$ cat src/rtl/writeback_if.sv
// writeback_if: commit, source-select and register read bus of the writeback stage
interface writeback_if #(parameter int DATA_W = 16, parameter int AW = 3);
  logic              enable_writeback;
  logic [1:0]        W_Control;
  logic [DATA_W-1:0] aluout;
  logic [DATA_W-1:0] memout;
  logic [DATA_W-1:0] pcout;
  logic [AW-1:0]     dr;
  logic [AW-1:0]     sr1;
  logic [AW-1:0]     sr2;
  logic [2:0]        psr;
  logic [DATA_W-1:0] vsr1;
  logic [DATA_W-1:0] vsr2;
  modport master (
    output enable_writeback, W_Control, aluout, memout, pcout, dr, sr1, sr2,
    input  psr, vsr1, vsr2
  );
  modport slave (
    input  enable_writeback, W_Control, aluout, memout, pcout, dr, sr1, sr2,
    output psr, vsr1, vsr2
  );
endinterface

$ cat src/rtl/writeback_stage.sv
// writeback_stage: LC-3 register file and NZP condition codes updated on commit
module writeback_stage #(
  parameter int         DATA_W    = 16,
  parameter int         NUM_REGS  = 8,
  parameter logic [2:0] RESET_PSR = 3'b000
) (
  input  logic clock,
  input  logic reset,
  writeback_if.slave wb
);
  logic [DATA_W-1:0] regs [NUM_REGS];
  logic [DATA_W-1:0] wb_val;
  logic [2:0]        psr_next;
  logic              commit;
  always_comb begin
    wb_val   = wb.W_Control == 2'd0 ? wb.aluout : wb.W_Control == 2'd1 ? wb.memout : wb.pcout;
    commit   = wb.enable_writeback && wb.W_Control != 2'd3;
    psr_next = wb_val[DATA_W-1] ? 3'b100 : wb_val == '0 ? 3'b010 : 3'b001;
  end
  always_ff @(posedge clock) begin
    if (reset) begin
      for (int i = 0; i < NUM_REGS; i++) regs[i] <= '0;
      wb.psr <= RESET_PSR;
    end else if (commit) begin
      regs[wb.dr] <= wb_val;
      wb.psr      <= psr_next;
    end
  end
  // reads see registered state only; a same-cycle write shows up after the edge
  assign wb.vsr1 = regs[wb.sr1];
  assign wb.vsr2 = regs[wb.sr2];
  a_psr_legal: assert property (@(posedge clock) $onehot(wb.psr) || wb.psr == RESET_PSR);
  a_psr_hold:  assert property (@(posedge clock) !$past(reset) && !$past(commit) |-> $stable(wb.psr));
  a_dr_known:  assert property (@(posedge clock) !reset && commit |-> !$isunknown(wb.dr));
endmodule

$ cat src/flat_wrapper.sv
// flat-port wrapper written by rule: the top's interface ports become plain ports
module writeback_stage_flat 
#(
  parameter int         DATA_W    = 16,
  parameter int         NUM_REGS  = 8,
  parameter logic [2:0] RESET_PSR = 3'b000
)
  (clock, reset, wb_enable_writeback, wb_W_Control, wb_aluout, wb_memout, wb_pcout, wb_dr, wb_sr1, wb_sr2, wb_psr, wb_vsr1, wb_vsr2);
  writeback_if #(.DATA_W(DATA_W), .AW(3)) wb_i ();
  input  logic clock;
  input  logic reset;
  input wire logic [$bits(wb_i.enable_writeback)-1:0] wb_enable_writeback;
  input wire logic [$bits(wb_i.W_Control)-1:0] wb_W_Control;
  input wire logic [$bits(wb_i.aluout)-1:0] wb_aluout;
  input wire logic [$bits(wb_i.memout)-1:0] wb_memout;
  input wire logic [$bits(wb_i.pcout)-1:0] wb_pcout;
  input wire logic [$bits(wb_i.dr)-1:0] wb_dr;
  input wire logic [$bits(wb_i.sr1)-1:0] wb_sr1;
  input wire logic [$bits(wb_i.sr2)-1:0] wb_sr2;
  output wire logic [$bits(wb_i.psr)-1:0] wb_psr;
  output wire logic [$bits(wb_i.vsr1)-1:0] wb_vsr1;
  output wire logic [$bits(wb_i.vsr2)-1:0] wb_vsr2;
  assign wb_i.enable_writeback = wb_enable_writeback;
  assign wb_i.W_Control = wb_W_Control;
  assign wb_i.aluout = wb_aluout;
  assign wb_i.memout = wb_memout;
  assign wb_i.pcout = wb_pcout;
  assign wb_i.dr = wb_dr;
  assign wb_i.sr1 = wb_sr1;
  assign wb_i.sr2 = wb_sr2;
  assign wb_psr = wb_i.psr;
  assign wb_vsr1 = wb_i.vsr1;
  assign wb_vsr2 = wb_i.vsr2;
  writeback_stage #(.DATA_W(DATA_W), .NUM_REGS(NUM_REGS), .RESET_PSR(RESET_PSR)) u_core (.clock(clock), .reset(reset), .wb(wb_i));
endmodule
$ cat config.mk
export PLATFORM = sky130hd
export DESIGN_NAME = writeback_stage_flat
export DESIGN_NICKNAME = d
export VERILOG_FILES = /design/src/rtl/writeback_if.sv /design/src/rtl/writeback_stage.sv /design/src/flat_wrapper.sv
export SDC_FILE = /design/constraint.sdc
export NUM_CORES = 1
export LEC_CHECK = 0
export BUFFER_PORTS_ARGS = -buffer_cell sky130_fd_sc_hd__clkbuf_2
export CAP_MARGIN = 10
export CELL_PAD_IN_SITES_DETAIL_PLACEMENT = 0
export CELL_PAD_IN_SITES_GLOBAL_PLACEMENT = 1
export CORE_AREA = 2 2 124 126
export DETAILED_ROUTE_END_ITERATION = 16
export DIE_AREA = 0 0 126 128
export GPL_ROUTABILITY_DRIVEN = 0
export PLACE_DENSITY = 0.81
export SLEW_MARGIN = 20
export SYNTH_ARGS = -nofsm -noshare
export SYNTH_HDL_FRONTEND = slang
export SYNTH_SLANG_ARGS = --single-unit
$ cat constraint.sdc
create_clock -name clock -period 2.62 [get_ports clock]
set_clock_uncertainty 0.1 [all_clocks]
set_input_delay 0.262 -clock clock [delete_from_list [all_inputs] [get_ports clock]]
set_output_delay 0.262 -clock clock [all_outputs]
set_load 0.01 [all_outputs]
# Yosys cells after proc, flatten, opt, wreduce, memory -nomap -nowiden
# Memory sizes are Yosys's and may differ from the RTL's.
# Cells that the tools add are included.
[classes]
eq_ne = 2
muxes = 12
reduce_logical = 4
[ops]
columns = ["operator", "n"]
rows = [
  ["16-bit two-way mux", 3],
  ["16-bit zero test", 1],
  ["16-bit OR reduction", 1],
  ["1-bit two-way mux", 6],
  ["3-bit two-way mux", 2],
  ["2-bit by 1-bit == test with 1-bit output (second input constant)", 1],
  ["2-bit zero test", 1],
  ["2-bit two-way mux", 1],
  ["2-bit != test (second input constant)", 1],
  ["1-bit logical AND", 1],
]
[word_totals]
reg_bits = 3
ramBits = 128
in_bits = 62
out_inout_bits = 35
elab_cells = 20
mem_count = 1
[mem_list]
columns = ["memory", "words", "word_bits", "rd", "rd_clocked_by_memory_dff", "write_ports", "line_no", "source"]
rows = [
  ["u_core.regs", 8, 16, 2, 0, 8, "writeback_stage.sv:11", "logic [DATA_W-1:0] regs [NUM_REGS];"],
]

# Logic depth before layout (Yosys ltp)
[logic_depth]
word_depth = 7
ltp_mapped = 8
mapped_depth_nobuf = 5

# Least setup slack after synthesis
# No wires, ideal clock.
[synth_timing]
path_kind = "input port to flip-flop"
startpoint = "input port wb_W_Control[1]"
endpoint = "memory u_core.regs[7][0], enable pin"
setup_ns = 0.375
arrival_time_ns = 1.752
required_ns = 2.145
path_slack_ns = 0.393
cell_stages = 7
n_path_buf = 2
path_cell_list = "buf_2 a21boi_1 and2b_1 and2_1 buf_2 nand3_1 nand2b_1"
[synth_rtl]
columns = ["element", "line_no", "source"]
rows = [
  ["start: declaration", "flat_wrapper.sv:13", "input wire logic [$bits(wb_i.W_Control)-1:0] wb_W_Control;"],
  ["end: declaration", "writeback_stage.sv:11", ""],
]

==> impl_results.md <==
- Hold Path Class: input port to flop
- Clock power share: approximately two fifths
- Area leader, netlist: edfxtp_1
- Setup Buffers After CTS: 0
- I/O pins: 97
- Vias after detailed routing: 4497
- Routed length per instance: 22.0 um
- Simple-gate share of the synthesized area: 9.33%
- Fin crit share: between 70% and 80%
- GR Overflow Total: 0
- Kind of critical path: flop to primary output
- Pwr Density: roughly 670 nW/um^2
- Final hold violations: 0
- I/O Buffers: 96
- Core area: 14900 sq um
- Dpl hpwl: about 11000 um
- P_int: 0.00432 W
- Cell Area, Synth: 7000 sq um
- Layout cell share with drive strength beyond 1: 48.0%
- Utilization after layout: 56.7%
- Netlist cell types: 27
- Crit. End Element: primary output
- Max VDD drop: 520 uV
- Compound-Gate Fraction of Synth Area: less than 1%
- Largest family of logic cells by synthesized area: multiplexers
- Final Max Tran Viols: 0
- Maximum clock rate: 0.479 GHz
- Setup_tns: 0 ps
- Synthesis warning total: 0
- Final Routed Wirelength: 17000 um
- RSZ-0062 raised after global routing: no
- Clock sinks: 131
- Avg Inst Size Synth: 15.3 sq um
- Hold buffers post-CTS: 0
- Pre-antenna DRT Iters: 5
- Vias in the first global route: approximately 4700
- Residual DRC count: 0
- Top cell type's share of synthesized area: a little over half
- Ant diodes: 0
- Fin nets: 634
- Die area: 16100 sq um
- Reg power frac: approximately 44%
- Vias/cell: 5.82
- DR iter-0 viols: approximately 450
- # resized after CTS: 0
- Max-cap violation count: 0
- Initial Util: around 47%
- CTS root buf: clkbuf_16
- Register clock-pin slew on the reported worst setup and hold paths: ~60 ps
- First-pass GRT wire length: 26200 um
- Status: complete, no violations
- Synthesized Nets: ~520
- Psw: 0.00130 W
- Num rows: 45
- Mux cell area share after synthesis: between 30% and 40%
- Critical Path RT: around 2300 ps
- Synthesized instance count: 456
- Area delta synth->final: 20.4%
- DIE HEIGHT: ~130 um
- Slew HR: 59.7%
- Worst slew pin tran: 605 ps
- Num CTS Buffers: 17
- CP startpoint kind: flop
- XOR/XNOR share of the synthesized area: 0%
- Seq/Total Area, Yosys: 55.8%
- Synth Area in Adders: 0%
- Worst EP arrival: between 1500 and 2000 ps
- Net switching share of the total power: 23.1%
- Critical path peak fanout: 2
- Die width: roughly 130 um
- DRT antenna net count: 0
- Largest net degree at the start of global routing: 33
- Clk_lat worst skew: 400 ps
- Max clock buf depth: 2
- Synth top area cells: edfxtp_1 (55%), mux4_2 (21%), nor2_1 (7.0%), mux2_2 (6.8%), mux2i_2 (2.0%)
- CTS tree: yes
- Power share of the combinational group: 14.1%
- Min Tclk post-route: 2090 ps
- Flops & latches, synth: 131
- Finish-stage setup viols: 0
- Initial antenna violation count: 0
- GRT Util Overall: 21.9%
- Leakage: 3.05 nW
- # H-tree levels: 4
power groups by stage:
stage	Combinational [W]	Clock [W]	Sequential, W
5_1_grt	0.000845	0.00244	0.00251
2_1_floorplan	0.000519	0	0.00251
4_1_cts	0.000801	0.00235	0.00250
6_report	0.000792	0.00233	0.00250
3_3_place_gp	0.000788	0	0.00252
3_5_place_dp	0.000796	0	0.00254
layout by cell type, fill, tap and decap left out, drive strengths merged:
| master | n |
|---|---|
| nand4 | 4 |
| clkinv | 6 |
| nor2 | 131 |
| mux2i | 17 |
| nor2b | 2 |
| edfxtp | 128 |
| inv | 2 |
| mux4 | 64 |
| clkbuf | 114 |
| buf | 34 |
| o21ai | 1 |
| mux2 | 48 |
| a21boi | 1 |
| nand2 | 8 |
| and2 | 1 |
| clkinvlp | 4 |
| a32o | 1 |
| nor4 | 1 |
| dfxtp | 3 |
| nand2b | 8 |
| bufinv | 3 |
| nand3 | 2 |
| and2b | 2 |
flip-flops by register name, summed over array words and instances (netlist names):
signal and count:
u_core.regs 128, u_core.wb.psr 3
kinds of logic (layout without fill, tap and decap cells):
group	count (synthesis)	in the layout
compound gates	3	3
buf+inv	34	163
flops	131	131
mux	129	129
simple gates	159	159
path summary, 6_finish.rpt:
check | start | endpoint | slack (ps) | depth (start not counted)
worst max-delay path | u_core.regs[7][1] | wb_vsr1[1] | 530 | 3
worst min-delay path | reset | u_core.wb.psr[2] | 60 | 2
worst max register to register | u_core.wb.psr[1] | u_core.wb.psr[1] | 1890 | 1
worst min register to register | u_core.wb.psr[0] | u_core.wb.psr[0] | 370 | 2
synth_stat cells:
cell / n
a21boi_1: 1
a32o_1: 1
and2_1: 1
and2b_1: 2
buf_1: 2
buf_2: 12
buf_4: 1
buf_6: 2
clkbuf_1: 16
dfxtp_1: 3
edfxtp_1: 128
inv_1: 1
mux2_1: 5
mux2_2: 42
mux2_4: 1
mux2i_1: 2
mux2i_2: 10
mux2i_4: 5
mux4_2: 64
nand2_1: 8
nand2b_1: 8
nand3_1: 2
nand4_1: 4
nor2_1: 131
nor2b_1: 2
nor4_2: 1
o21ai_1: 1
area by class of cell:
class	instances	area (sq um)
Clock buffer	18	429
Clock inverter	14	163
Fill cell	1202	6440
Inverter	1	3.75
Multi-Input combinational cell	291	2930
Sequential cell	131	3900
Tap cell	188	235
Timing Repair Buffer	130	761
per-stage QoR:
step | area [sq um] | worst slack (ps) | instances | hold slack (ps) | power [W]
6_report | 8430 | 534 | 773 | 56.1 | 0.00562
5_1_grt | 8430 | 494 | 773 | 64.8 | 0.00580
4_1_cts | 8430 | 516 | 773 | 32.6 | 0.00564
3_5_place_dp | 7840 | 433 | 741 | 351 | 0.00333
3_3_place_gp | 7840 | 504 | 741 | 359 | 0.00331
2_1_floorplan | 7000 | 393 | 456 | 374 | 0.00303
metal layers:
layer / global-route usage, % / up-vias / share of wire, %
met4: 8.08 / 0 / 2.4
met3: 4.51 / 28 / 7.7
met1: 28.7 / 2238 / 40
li1: - / 1994 / -
met5: 0 / - / 0
met2: 36.5 / 237 / 50
critical path: stages (launching register included):
cell,delay (ps)
edfxtp_1,410
mux4_2,500
mux2_2,280
clkbuf_2,130
No activity file was read; power rests on OpenSTA's default activity.
